--- src/rtl/z16_lsu_pkg.sv ---
// Shared types and constants for the Z16 load/store unit.
package z16_lsu_pkg;

    localparam int unsigned DATA_W        = 16;
    localparam int unsigned ADDR_W        = 16;
    localparam int unsigned ADDR_BITS_DEF = 11;

    typedef enum logic [1:0] {
        ST_IDLE = 2'd0,
        ST_RD   = 2'd1,
        ST_WR   = 2'd2,
        ST_RSP  = 2'd3
    } lsu_state_e;

    localparam logic LANE_LO = 1'b0;
    localparam logic LANE_HI = 1'b1;

    // Request fields still needed after acceptance
    typedef struct packed {
        logic       we;
        logic       is_byte;
        logic       sext;
        logic       lane;
        logic [7:0] wbyte;
    } lsu_req_t;

endpackage

--- src/rtl/z16_byte_lane.sv ---
// Little-endian byte lane extract (with zero/sign extension) and merge.
module z16_byte_lane
    import z16_lsu_pkg::*;
(
    input  logic [DATA_W-1:0] word_i,
    input  logic              lane_i,
    input  logic              sext_i,
    input  logic [7:0]        byte_i,
    output logic [DATA_W-1:0] ext_o,
    output logic [DATA_W-1:0] merge_o
);

    logic [7:0] sel_byte;

    always_comb begin
        sel_byte = (lane_i == LANE_HI) ? word_i[15:8] : word_i[7:0];
        ext_o    = {{8{sext_i & sel_byte[7]}}, sel_byte};
        merge_o  = (lane_i == LANE_HI) ? {byte_i, word_i[7:0]} : {word_i[15:8], byte_i};
    end

endmodule

--- src/rtl/z16_load_store_unit.sv ---
// Z16 data-memory initiator: word/byte loads and stores with alignment and
// range checking; byte stores are done as read-modify-write.
module z16_load_store_unit
    import z16_lsu_pkg::*;
#(
    parameter int unsigned ADDR_BITS = ADDR_BITS_DEF
) (
    input  logic              i_clk,
    input  logic              i_rst,
    input  logic              i_req_valid,
    output logic              o_req_ready,
    input  logic              i_req_we,
    input  logic              i_req_byte,
    input  logic              i_req_sext,
    input  logic [ADDR_W-1:0] i_req_addr,
    input  logic [DATA_W-1:0] i_req_wdata,
    output logic              o_rsp_valid,
    output logic [DATA_W-1:0] o_rsp_rdata,
    output logic              o_rsp_err,
    output logic [ADDR_W-1:0] o_mem_addr,
    output logic              o_mem_we,
    output logic [DATA_W-1:0] o_mem_wdata,
    input  logic [DATA_W-1:0] i_mem_rdata
);

    lsu_state_e        state_q, state_d;
    lsu_req_t          req_q, req_d;
    logic              rsp_valid_q, rsp_valid_d;
    logic [DATA_W-1:0] rsp_rdata_q, rsp_rdata_d;
    logic              rsp_err_q, rsp_err_d;
    logic [ADDR_W-1:0] mem_addr_q, mem_addr_d;
    logic              mem_we_q, mem_we_d;
    logic [DATA_W-1:0] mem_wdata_q, mem_wdata_d;

    logic              req_err;
    logic [DATA_W-1:0] lane_ext;
    logic [DATA_W-1:0] lane_merge;

    // Misaligned word access, or any address bit beyond the backed range
    assign req_err = (!i_req_byte & i_req_addr[0])
                   | ((i_req_addr >> ADDR_BITS) != ADDR_W'(0));

    z16_byte_lane u_byte_lane (
        .word_i  (i_mem_rdata),
        .lane_i  (req_q.lane),
        .sext_i  (req_q.sext),
        .byte_i  (req_q.wbyte),
        .ext_o   (lane_ext),
        .merge_o (lane_merge)
    );

    always_ff @(posedge i_clk or posedge i_rst) begin
        if (i_rst) begin
            state_q     <= ST_IDLE;
            req_q       <= '0;
            rsp_valid_q <= 1'b0;
            rsp_rdata_q <= '0;
            rsp_err_q   <= 1'b0;
            mem_addr_q  <= '0;
            mem_we_q    <= 1'b0;
            mem_wdata_q <= '0;
        end else begin
            state_q     <= state_d;
            req_q       <= req_d;
            rsp_valid_q <= rsp_valid_d;
            rsp_rdata_q <= rsp_rdata_d;
            rsp_err_q   <= rsp_err_d;
            mem_addr_q  <= mem_addr_d;
            mem_we_q    <= mem_we_d;
            mem_wdata_q <= mem_wdata_d;
        end
    end

    // Next state and next values of the registered outputs
    always_comb begin
        state_d     = state_q;
        req_d       = req_q;
        rsp_valid_d = 1'b0;
        rsp_rdata_d = rsp_rdata_q;
        rsp_err_d   = rsp_err_q;
        mem_addr_d  = mem_addr_q;
        mem_we_d    = 1'b0;
        mem_wdata_d = mem_wdata_q;

        unique case (state_q)
            ST_IDLE: begin
                if (i_req_valid) begin
                    req_d.we      = i_req_we;
                    req_d.is_byte = i_req_byte;
                    req_d.sext    = i_req_sext;
                    req_d.lane    = i_req_addr[0];
                    req_d.wbyte   = i_req_wdata[7:0];
                    if (req_err) begin
                        state_d     = ST_RSP;
                        rsp_valid_d = 1'b1;
                        rsp_err_d   = 1'b1;
                        rsp_rdata_d = '0;
                    end else begin
                        mem_addr_d = i_req_addr;
                        if (i_req_we && !i_req_byte) begin
                            state_d     = ST_WR;
                            mem_we_d    = 1'b1;
                            mem_wdata_d = i_req_wdata;
                        end else begin
                            state_d = ST_RD;
                        end
                    end
                end
            end
            ST_RD: begin
                if (req_q.we) begin
                    state_d     = ST_WR;
                    mem_we_d    = 1'b1;
                    mem_wdata_d = lane_merge;
                end else begin
                    state_d     = ST_RSP;
                    rsp_valid_d = 1'b1;
                    rsp_err_d   = 1'b0;
                    rsp_rdata_d = req_q.is_byte ? lane_ext : i_mem_rdata;
                end
            end
            ST_WR: begin
                state_d     = ST_RSP;
                rsp_valid_d = 1'b1;
                rsp_err_d   = 1'b0;
                rsp_rdata_d = '0;
            end
            ST_RSP: begin
                state_d = ST_IDLE;
            end
            default: begin
                state_d = ST_IDLE;
            end
        endcase
    end

    assign o_req_ready = (state_q == ST_IDLE);
    assign o_rsp_valid = rsp_valid_q;
    assign o_rsp_rdata = rsp_rdata_q;
    assign o_rsp_err   = rsp_err_q;
    assign o_mem_addr  = mem_addr_q;
    assign o_mem_we    = mem_we_q;
    assign o_mem_wdata = mem_wdata_q;

endmodule

--- config.mk ---
export PLATFORM = sky130hd
export DESIGN_NAME = z16_load_store_unit
export DESIGN_NICKNAME = d
export VERILOG_FILES = /design/src/rtl/z16_lsu_pkg.sv /design/src/rtl/z16_byte_lane.sv /design/src/rtl/z16_load_store_unit.sv
export SDC_FILE = /design/constraint.sdc
export NUM_CORES = 1
export LEC_CHECK = 0
export CAP_MARGIN = 20
export CELL_PAD_IN_SITES_DETAIL_PLACEMENT = 0
export CELL_PAD_IN_SITES_GLOBAL_PLACEMENT = 1
export CORE_ASPECT_RATIO = 2
export CORE_MARGIN = 2
export CORE_UTILIZATION = 38
export CTS_CLUSTER_DIAMETER = 30
export DETAILED_ROUTE_END_ITERATION = 8
export PLACE_DENSITY = 0.85
export SLEW_MARGIN = 5
export SYNTH_ARGS = -nofsm -noshare
export SYNTH_HDL_FRONTEND = slang
export SYNTH_SLANG_ARGS = --single-unit
--- constraint.sdc ---
create_clock -name i_clk -period 4.2 [get_ports i_clk]
set_input_delay 0.63 -clock i_clk [delete_from_list [all_inputs] [get_ports i_clk]]
set_output_delay 0.63 -clock i_clk [all_outputs]
set_load 0.1 [all_outputs]
==> results of run 1 <==
[metal layers]
metal / global-route usage / wire length [um] / part of all wire / up-vias
met3: 0.0654 / 410 / 0.052 / 15
met5: 0 / 0 / 0 / -
met1: 0.201 / 2890 / 0.36 / 1129
li1: - / - / - / 1140
met4: 0.0882 / 208 / 0.026 / 0
met2: 0.322 / 4430 / 0.56 / 76
[synth_stat cells (all sizes together)]
master / instances / area [um^2]
clkbuf: 9 / 43.8
a22o: 1 / 8.76
o32ai: 1 / 8.76
nand3: 7 / 35.0
nor3: 2 / 10.0
mux2: 56 / 661
a21oi: 16 / 80.1
or3: 1 / 6.26
inv: 6 / 22.5
nor2b: 8 / 50.1
a21boi: 8 / 60.1
dfrtp: 65 / 1630
o22ai: 1 / 6.26
buf: 6 / 56.3
a211oi: 1 / 7.51
a32oi: 1 / 8.76
nor2: 26 / 105
mux2i: 18 / 180
nand2: 14 / 52.6
and2b: 1 / 8.76
o21ai: 11 / 66.3
nand2b: 1 / 6.26
dlymetal6s2s: 1 / 12.5
or4: 1 / 11.3
a311oi: 1 / 8.76
ha: 5 / 62.6
[final timing paths]
path                                 start  cells past startpoint  slack (ns)         endpoint
hold reg to reg            o_rsp_rdata[15]                      1        0.50  o_rsp_rdata[15]
min in group asynchronous            i_rst                      2        0.69      o_rsp_valid
setup / recovery                state_q[0]                      3        1.26      o_req_ready
setup reg to reg                state_q[0]                      7        1.81   o_mem_wdata[6]
max in group asynchronous            i_rst                      3        2.76  o_mem_wdata[14]
hold / removal             o_rsp_rdata[15]                      1        0.50  o_rsp_rdata[15]
[cells by family (layout without fill, tap and decap cells)]
logic type               after synthesis  after routing  share of synthesized area
multiplexers                          74             74                      0.262
buffers and inverters                 22            132                     0.0422
flip-flops                            65             65                      0.507
AO/OA/AOI/OAI                         41             41                     0.0796
AND/OR/NAND/NOR                       61             61                     0.0890
adder cells (fa/ha/maj)                5              5                     0.0195
[sequential cells by signal, indices dropped and copies added, names as in the netlist]
name and cells:
o_mem_addr 16, o_mem_wdata 16, o_mem_we 1, o_rsp_err 1, o_rsp_rdata 16, o_rsp_valid 1, req_q 12, state_q 2
[power breakdown]
group / switching, mW / total [mW] / internal, mW
clock: 0.262 / 0.854 / 0.592
combinational: 1.62 / 2.36 / 0.743
sequential: 0.154 / 1.00 / 0.846
total: 2.04 / 4.22 / 2.18
[metrics by stage]
step	area, um^2	worst slack [ns]	util	total power [mW]
2_1_floorplan	3210	1.33	-	2.88
3_3_place_gp	4300	1.09	0.523	3.35
3_5_place_dp	4300	1.06	0.523	3.39
4_1_cts	4650	1.25	0.565	4.26
5_1_grt	4650	1.18	0.565	4.41
6_report	4650	1.26	0.565	4.22
[area by class of cell]
cell class,instances,area [um^2],area share
Clock buffer,10,239,0.0514
Clock inverter,6,105,0.0226
Inverter,6,22.5,0.00485
Multi-Input combinational cell,181,1440,0.311
Sequential cell,65,1630,0.350
Tap cell,98,123,0.0264
Timing Repair Buffer,110,1090,0.234
==> summary.md, run 1 <==
| Metric | Value |
|---|---|
| Outcome | `complete, no violations` |
| Fin cells | `476` |
| Max Cap Viol | `0` |
| CP max FO | `5` |
| Overall Global Routing Usage | `0.189` |
| Avg Cell Area, Syn | `12.0 um^2` |
| Placer Congestion | `0.829` |
| Synth Instances | `268` |
| Cell count after placement | `460` |
| Cell Rows | `47` |
| Static Leak | `2.06 nW` |
| IO buf count | `105` |
| Nets | `432` |
| Die W | `68.9 um` |
| Drt wl/cell | `16.7 um` |
| Critical path, cell by cell | `inv_1, ha_1, clkdlybuf4s50_1` |
| Post-synthesis sequential area ratio | `0.507` |
| F_max | `340 MHz` |
| Routed Antenna Nets | `0` |
| Root Driver | `clkbuf_16` |
| Final Hold Fails | `0` |
| Post-Route WL | `7940 um` |
| Area Overhead vs Synth | `45.0%` |
| PD cells | `908 mW/mm^2` |
| Fill cell count | `737` |
| Rel. slew slack | `0.320` |
| Cell variety after synth | `34` |
| Setup crit start kind | `flop` |
| Postcts setup bufs | `0` |
| H-tree levels | `3` |
| Via count | `2360` |
| Period utilization | `0.701` |
| Syn Nets | `327` |
| # IOs | `106` |
| CTS clk-pin slew, worst paths | `0.05 ns` |
| Post_cts resized | `0` |
| HP Class | `reg -> reg` |
| Vias per cell | `4.96` |
| Sink Count | `65` |
| Initial antenna violation count | `0` |
| Drt initial violations | `96` |
| Share of layout cells above drive strength 1 | `0.217` |
| Most common cell after layout, fill and taps aside | `clkdlybuf4s50_1` |
| Antenna Diode Count | `0` |
| Slew Limit Fails | `0` |
| Critical path endpoint category | `output pin` |
| Hold_buf cts | `0` |
| Placed wire-length estimate | `6200 um` |
| WP buf/inv | `2` |
| Peak VDD IR | `0.530 mV` |
| Crit path kind | `reg -> out` |
| Die ar. | `0.00923 mm^2` |
| Most frequent cells in the layout | `clkdlybuf4s50_1, dfrtp_1, mux2_2` |
| Period minus WS final | `2.94 ns` |
| Pin count of the biggest net entering global routing | `49` |
| First-pass GRT wire length | `12600 um` |
| Synthesis-stage register bit count | `65` |
| Drt pass-1 iters | `4` |
| Slowest CP cell | `clkdlybuf4s50_1` |
| Sum Neg Setup Slack | `0 ns` |
| Clk buf depth | `2` |
| Mapped Area | `0.00321 mm^2` |
| Core Box Area | `0.00823 mm^2` |
| TritonCTS clock tree | `done` |
| Final setup vio count | `0` |
| CP arrival | `2.31 ns` |
| DRC violation count after routing | `0` |
| Ys Warns | `0` |
| Final hold slack | `0.504 ns` |
| CTS buffer count | `9` |
| RSZ-0062 raised after global routing | `no` |
| Max stage delay on crit path | `1.17 ns` |
| Cell family with most CP delay | `buffers and inverters` |
| Vias in the first global route | `2492` |
| Die span in y | `134 um` |
| Worst-skew pair later-pin latency | `0.33 ns` |
| Initial Utilization | `0.389` |
| Clock skew | `0.00380 ns` |
| Total grt overflow | `0` |
| Required time of the critical path | `3.57 ns` |
| Worst-margin pin slew | `1.02 ns` |
Power figures use the tool's default switching activity.
==> inputs of run 2 (changes only) <==
Settings changed: CORE_UTILIZATION 38 to 35, PLACE_DENSITY 0.85 to 0.79.
Clock period 4.2 ns to 2.9 ns, I/O delays scaled along.
==> run 2 against run 1 <==
Combinational power rose by 44%; register-to-register slack lost 1.0 ns; total power rose by 42%; first-iteration DRC count is 38% higher.
==> summary.md, run 2 (synthesized netlist as in run 1, its figures left out) <==
| Metric | Value |
|---|---|
| First-pass GRT wire length | `12800 um (+1.5%)` |
| Die span in y | `139 um (+4.1%)` |
| Placed wire-length estimate | `6230 um (+0.46%)` |
| Sum Neg Setup Slack | `0 ns (unchanged)` |
| Drt wl/cell | `16.9 um (+1.1%)` |
| Clock skew | `0.00489 ns (+0.00110 ns)` |
| DRC violation count after routing | `0 (unchanged)` |
| Drt initial violations | `132 (+38%)` |
| Final setup vio count | `0 (unchanged)` |
| Root Driver | `clkbuf_16` |
| Critical path, cell by cell | `clkdlybuf4s50_1, or4_4, or3_1, o21ai_4, buf_12, mux2_2` |
| Overall Global Routing Usage | `0.171 (-0.0183)` |
| Logic gate share of total power | `0.569 (+0.009)` |
| PD cells | `1320 mW/mm^2 (+46%)` |
| Outcome | `complete, no violations` |
| Worst R2R Setup Slack | `0.78 ns (-1.03 ns)` |
| Share of layout cells above drive strength 1 | `0.357 (+0.140)` |
| Worst r2r dst | `o_mem_wdata[4]` |
| Via count | `2387 (+1.1%)` |
| F_max | `431 MHz` |
| IO buf count | `105 (unchanged)` |
| Most common cell after layout, fill and taps aside | `dfrtp_1` |
| Critical path endpoint category | `flop` |
| H-tree levels | `3 (unchanged)` |
| Postcts setup bufs | `0 (unchanged)` |
| Period utilization | `0.801` |
| Required time of the critical path | `3.11 ns (-0.46 ns)` |
| Max Cap Viol | `0 (unchanged)` |
| Period minus WS final | `2.32 ns` |
| Area Overhead vs Synth | `41.2%` |
| Most frequent cells in the layout | `dfrtp_1, buf_4, clkdlybuf4s50_1` |
| Static Leak | `2.14 nW (+3.9%)` |
| Slowest CP cell | `or4_4` |
| Routed Antenna Nets | `0 (unchanged)` |
| Die W | `71.7 um (+4.0%)` |
| NetSw | `2.96 mW (+45%)` |
| Internal Power | `3.01 mW (+38%)` |
| Rel. slew slack | `0.632 (+0.312)` |
| Reg2reg start | `state_q[1]` |
| Vias in the first global route | `2449 (-1.7%)` |
| Net Sw Frac | `0.496 (+0.0128)` |
| Post-Route WL | `8150 um (+2.6%)` |
| Final Hold Fails | `0 (unchanged)` |
| Core Box Area | `0.00895 mm^2 (+8.7%)` |
| Initial Utilization | `0.358 (-0.0312)` |
| Register-to-Register Path Depth | `7 (unchanged)` |
| Worst-skew pair later-pin latency | `0.33 ns (about the same)` |
| HP Class | `in -> async` |
| Peak VDD IR | `0.637 mV (+20%)` |
| Clk network pwr share | `0.189 (-0.013)` |
| Placer Congestion | `0.836 (+0.86%)` |
| TritonCTS clock tree | `done` |
| Drt pass-1 iters | `4 (unchanged)` |
| # IOs | `106 (unchanged)` |
| Die ar. | `0.00999 mm^2 (+8.2%)` |
| Pin count of the biggest net entering global routing | `49 (unchanged)` |
| Antenna Diode Count | `0 (unchanged)` |
| Nets | `435 (+0.69%)` |
| Total Power | `5.98 mW (+42%)` |
| Slew Limit Fails | `0 (unchanged)` |
| RSZ-0062 raised after global routing | `no` |
| Vias per cell | `4.94 (-0.32%)` |
| Fill cell count | `825 (+12%)` |
| Setup crit start kind | `input port` |
| Cell Rows | `49 (+4.3%)` |
| Clk buf depth | `2 (unchanged)` |
| CP arrival | `2.53 ns (+0.22 ns)` |
| CTS buffer count | `9 (unchanged)` |
| Sink Count | `65 (unchanged)` |
| CTS clk-pin slew, worst paths | `0.05 ns (about the same)` |
| CP max FO | `17 (+12)` |
| Crit path kind | `in -> reg` |
| Max stage delay on crit path | `0.53 ns (-0.64 ns)` |
| Post_cts resized | `0 (unchanged)` |
| Worst-margin pin slew | `0.550 ns (-0.467 ns)` |
| Initial antenna violation count | `0 (unchanged)` |
| Total grt overflow | `0 (unchanged)` |
| Hold_buf cts | `0 (unchanged)` |
| Reg power frac | `0.242 (+0.005)` |
-- run 2: how the worst max path moves through the flow --
| stage | from | endpoint | cells past startpoint |
|---|---|---|---|
| after CTS | i_req_addr[11] | o_mem_addr[6] | 5 |
| after floorplan | state_q[0] | o_mem_wdata[0] | 6 |
| final | i_req_addr[11] | o_rsp_rdata[9] | 6 |
| after global placement | i_req_addr[11] | o_mem_addr[1] | 5 |
| after detailed placement | i_req_addr[11] | o_mem_addr[6] | 5 |
| after global routing | i_req_addr[11] | o_mem_addr[10] | 5 |
-- run 2: power groups by stage --
| stage | Combinational [mW] | Clock, mW | Sequential (mW) |
|---|---|---|---|
| after detailed placement | 3.42 | 0 | 1.46 |
| after global routing | 3.57 | 1.20 | 1.49 |
| after global placement | 3.39 | 0 | 1.45 |
| after floorplan | 1.29 | 0 | 2.88 |
| final | 3.40 | 1.13 | 1.45 |
| after CTS | 3.42 | 1.16 | 1.45 |
-- run 2: metal layers --
layer | track usage | part of all wire | wire [um] | vias up
met5 | 0 | 0 | 0 | -
met4 | 0.0804 | 0.024 | 192 | 0
met3 | 0.0420 | 0.045 | 366 | 15
met2 | 0.299 | 0.56 | 4560 | 67
met1 | 0.188 | 0.37 | 3030 | 1151
li1 | - | - | - | 1154
-- run 2: final cells by class --
type                    count  area [um^2]  area share
repair buffers            113          993       0.220
flip-flops and latches     65         1630       0.359
inverters                   6         22.5     0.00498
clock buffers              10          229      0.0506
multi-input cells         181         1440       0.319
well taps                 102          128      0.0282
clock inverters             6         82.6      0.0182
-- run 2: worst max-delay path: cells and delay by family --
family / cells / cell delay (ns)
AO/OA/AOI/OAI: 1 / 0.19
AND/OR/NAND/NOR: 2 / 0.98
multiplexers: 1 / 0.35
buffers and inverters: 2 / 0.58
-- run 2: per-stage QoR --
step / worst slack (ns) / instances / hold slack [ns] / utilization / cell area [um^2]
finish: 0.577 / 483 / 0.469 / 0.506 / 4530
global route: 0.516 / 483 / 0.511 / 0.506 / 4530
CTS: 0.574 / 483 / 0.482 / 0.506 / 4530
detailed placement: 0.219 / 467 / 0.494 / 0.471 / 4210
global placement: 0.256 / 467 / 0.488 / 0.471 / 4210
floorplan: 0.0326 / 268 / 0.480 / - / 3210
==> inputs of run 3 (changes only) <==
Clock period 2.9 ns to 2.4 ns, I/O delays scaled along.
==> run 3 against run 2 <==
Combinational power up 21%; first-iteration DRC count down 27%; sequential power up 22%; critical path depth unchanged; cell count up 0.83%; routed wire length down 3.4%; final area up 1.4%; non-clock buffer count up 4; utilization up 0.70 points; via count down 0.38%; count of clock-buffer cells in the layout up 4; sequential share of layout area down 0.49 points; critical path type unchanged; largest power group unchanged; highest routed layer unchanged.
==> summary.md, run 3 (synthesized netlist as in run 1, its figures left out) <==
| Metric | Value |
|---|---|
| IO buf count | `105 (unchanged)` |
| Drt wl/cell | `16.2 um (-4.2%)` |
| Outcome | `complete, no violations` |
| Fin area | `0.00459 mm^2 (+1.4%)` |
| Most frequent cells in the layout | `dfrtp_1, buf_4, clkdlybuf4s50_1` |
| Cell Rows | `49 (unchanged)` |
| TritonCTS clock tree | `done` |
| Rel. slew slack | `0.649 (+0.0161)` |
| Final setup vio count | `0 (unchanged)` |
| Placed wire-length estimate | `6020 um (-3.3%)` |
| F_max | `449 MHz` |
| Clk buf depth | `2 (unchanged)` |
| Clock skew | `0.00496 ns (+0.0000670 ns)` |
| First-pass GRT wire length | `12700 um (-1.0%)` |
| Period minus WS final | `2.23 ns` |
| Peak VDD IR | `0.897 mV (+41%)` |
| Met2 Usage GRT | `0.300 (+0.000975)` |
| Overall Global Routing Usage | `0.166 (-0.00529)` |
| Layout Utilization | `0.513 (+0.00699)` |
| Setup crit start kind | `input port` |
| Die span in y | `139 um (unchanged)` |
| Slew Limit Fails | `0 (unchanged)` |
| Final Hold Fails | `0 (unchanged)` |
| Initial Utilization | `0.358 (unchanged)` |
| Routed Antenna Nets | `0 (unchanged)` |
| GRT busiest layer | `met2` |
| CTS buffer count | `9 (unchanged)` |
| Post-Route WL | `7870 um (-3.4%)` |
| Worst-skew pair later-pin latency | `0.32 ns (about the same)` |
| CTS clk-pin slew, worst paths | `0.05 ns (about the same)` |
| Worst R2R Setup Slack | `0.25 ns (-0.53 ns)` |
| Root Driver | `clkbuf_16` |
| Vias in the first global route | `2488 (+1.6%)` |
| Total grt overflow | `0 (unchanged)` |
| Post_cts resized | `0 (unchanged)` |
| Sum Neg Setup Slack | `0 ns (unchanged)` |
| Postcts setup bufs | `0 (unchanged)` |
| Via count | `2378 (-0.38%)` |
| Die W | `71.7 um (unchanged)` |
| Core Box Area | `0.00895 mm^2 (unchanged)` |
| Final setup margin | `0.172 ns (-0.405 ns)` |
| Area Overhead vs Synth | `43.1%` |
| DRC violation count after routing | `0 (unchanged)` |
| Required time of the critical path | `2.60 ns (-0.51 ns)` |
| Setup WS pre-CTS | `-0.167 ns (-0.386 ns)` |
| Crit path kind | `in -> reg` |
| HP Class | `in -> async` |
| Drt initial violations | `97 (-27%)` |
| Reg2reg start | `state_q[1]` |
| Register-to-Register Path Depth | `7 (unchanged)` |
| Max Cap Viol | `0 (unchanged)` |
| Nets | `439 (+0.92%)` |
| Most common cell after layout, fill and taps aside | `dfrtp_1` |
| Placed Area | `0.00429 mm^2 (+1.9%)` |
| Period utilization | `0.928` |
| PD cells | `1560 mW/mm^2 (+18%)` |
| # IOs | `106 (unchanged)` |
| Die ar. | `0.00999 mm^2 (unchanged)` |
| Critical path endpoint category | `flop` |
| Drt pass-1 iters | `4 (unchanged)` |
| Worst r2r dst | `o_mem_wdata[0]` |
| Placer Congestion | `0.804 (-3.8%)` |
| Sink Count | `65 (unchanged)` |
| Total Power | `7.14 mW (+19%)` |
| CP arrival | `2.43 ns (-0.10 ns)` |
| Initial antenna violation count | `0 (unchanged)` |
| Worst-margin pin slew | `0.527 ns (-0.0230 ns)` |
| H-tree levels | `3 (unchanged)` |
| Pin count of the biggest net entering global routing | `66 (+35%)` |
| Vias per cell | `4.88 (-1.2%)` |
| Static Leak | `2.17 nW (+1.4%)` |
| CP max FO | `17 (unchanged)` |
| Antenna Diode Count | `0 (unchanged)` |
| RSZ-0062 raised after global routing | `no` |
| Hold_buf cts | `0 (unchanged)` |
| Global-route met1 utilization | `0.183 (-0.00500)` |
| Met3 usage | `0.0355 (-0.00652)` |
| Share of layout cells above drive strength 1 | `0.366 (+0.00928)` |
[run 3: cell types whose count changed in the layout (fill, tap and decap cells not counted), sizes merged]
cell | before | now
buf | 60 | 64
clkbuf | 10 | 14
bufinv | 2 | 0
clkinv | 3 | 2
clkinvlp | 1 | 0
[run 3: area by class of cell]
cell class | count | area (um^2)
repair buffers | 117 | 1060
clock buffers | 14 | 284
well taps | 102 | 128
fillers | 839 | 4360
clock inverters | 2 | 10.0
inverters | 6 | 22.5
multi-input cells | 181 | 1460
flip-flops and latches | 65 | 1630
[run 3: worst max-delay path, stage by stage]
cell             delay, ns
clkdlybuf4s50_1       0.40
or4_4                 0.53
or3_1                 0.42
o21ai_4               0.18
buf_12                0.18
mux2_2                0.35
[run 3: power breakdown]
part	leakage (nW)	switching, mW	internal (mW)
Sequential	0.829	0.289	1.48
Clock	0.149	0.437	0.808
Combinational	1.19	2.83	1.30
Total	2.17	3.56	3.58
[run 3: how the worst max path moves through the flow]
stage	startpoint	endpoint	cells past startpoint
2_1_floorplan	state_q[0]	o_mem_wdata[0]	6
3_3_place_gp	i_req_addr[11]	o_rsp_rdata[13]	6
3_5_place_dp	i_req_addr[11]	o_rsp_rdata[9]	6
4_1_cts	i_req_addr[11]	o_rsp_rdata[9]	6
5_1_grt	i_req_addr[11]	o_rsp_rdata[10]	6
6_report	i_req_addr[11]	o_rsp_rdata[9]	6
[run 3: routing by layer]
metal,part of all wire,vias to the layer above
li1,-,1157
met1,0.37,1150
met2,0.57,63
met3,0.046,8
met4,0.014,0
met5,0,-
[run 3: stage by stage]
step                instances  hold slack, ns
global route              487           0.504
detailed placement        471           0.494
CTS                       487           0.443
floorplan                 268           0.480
finish                    487           0.430
global placement          471           0.488
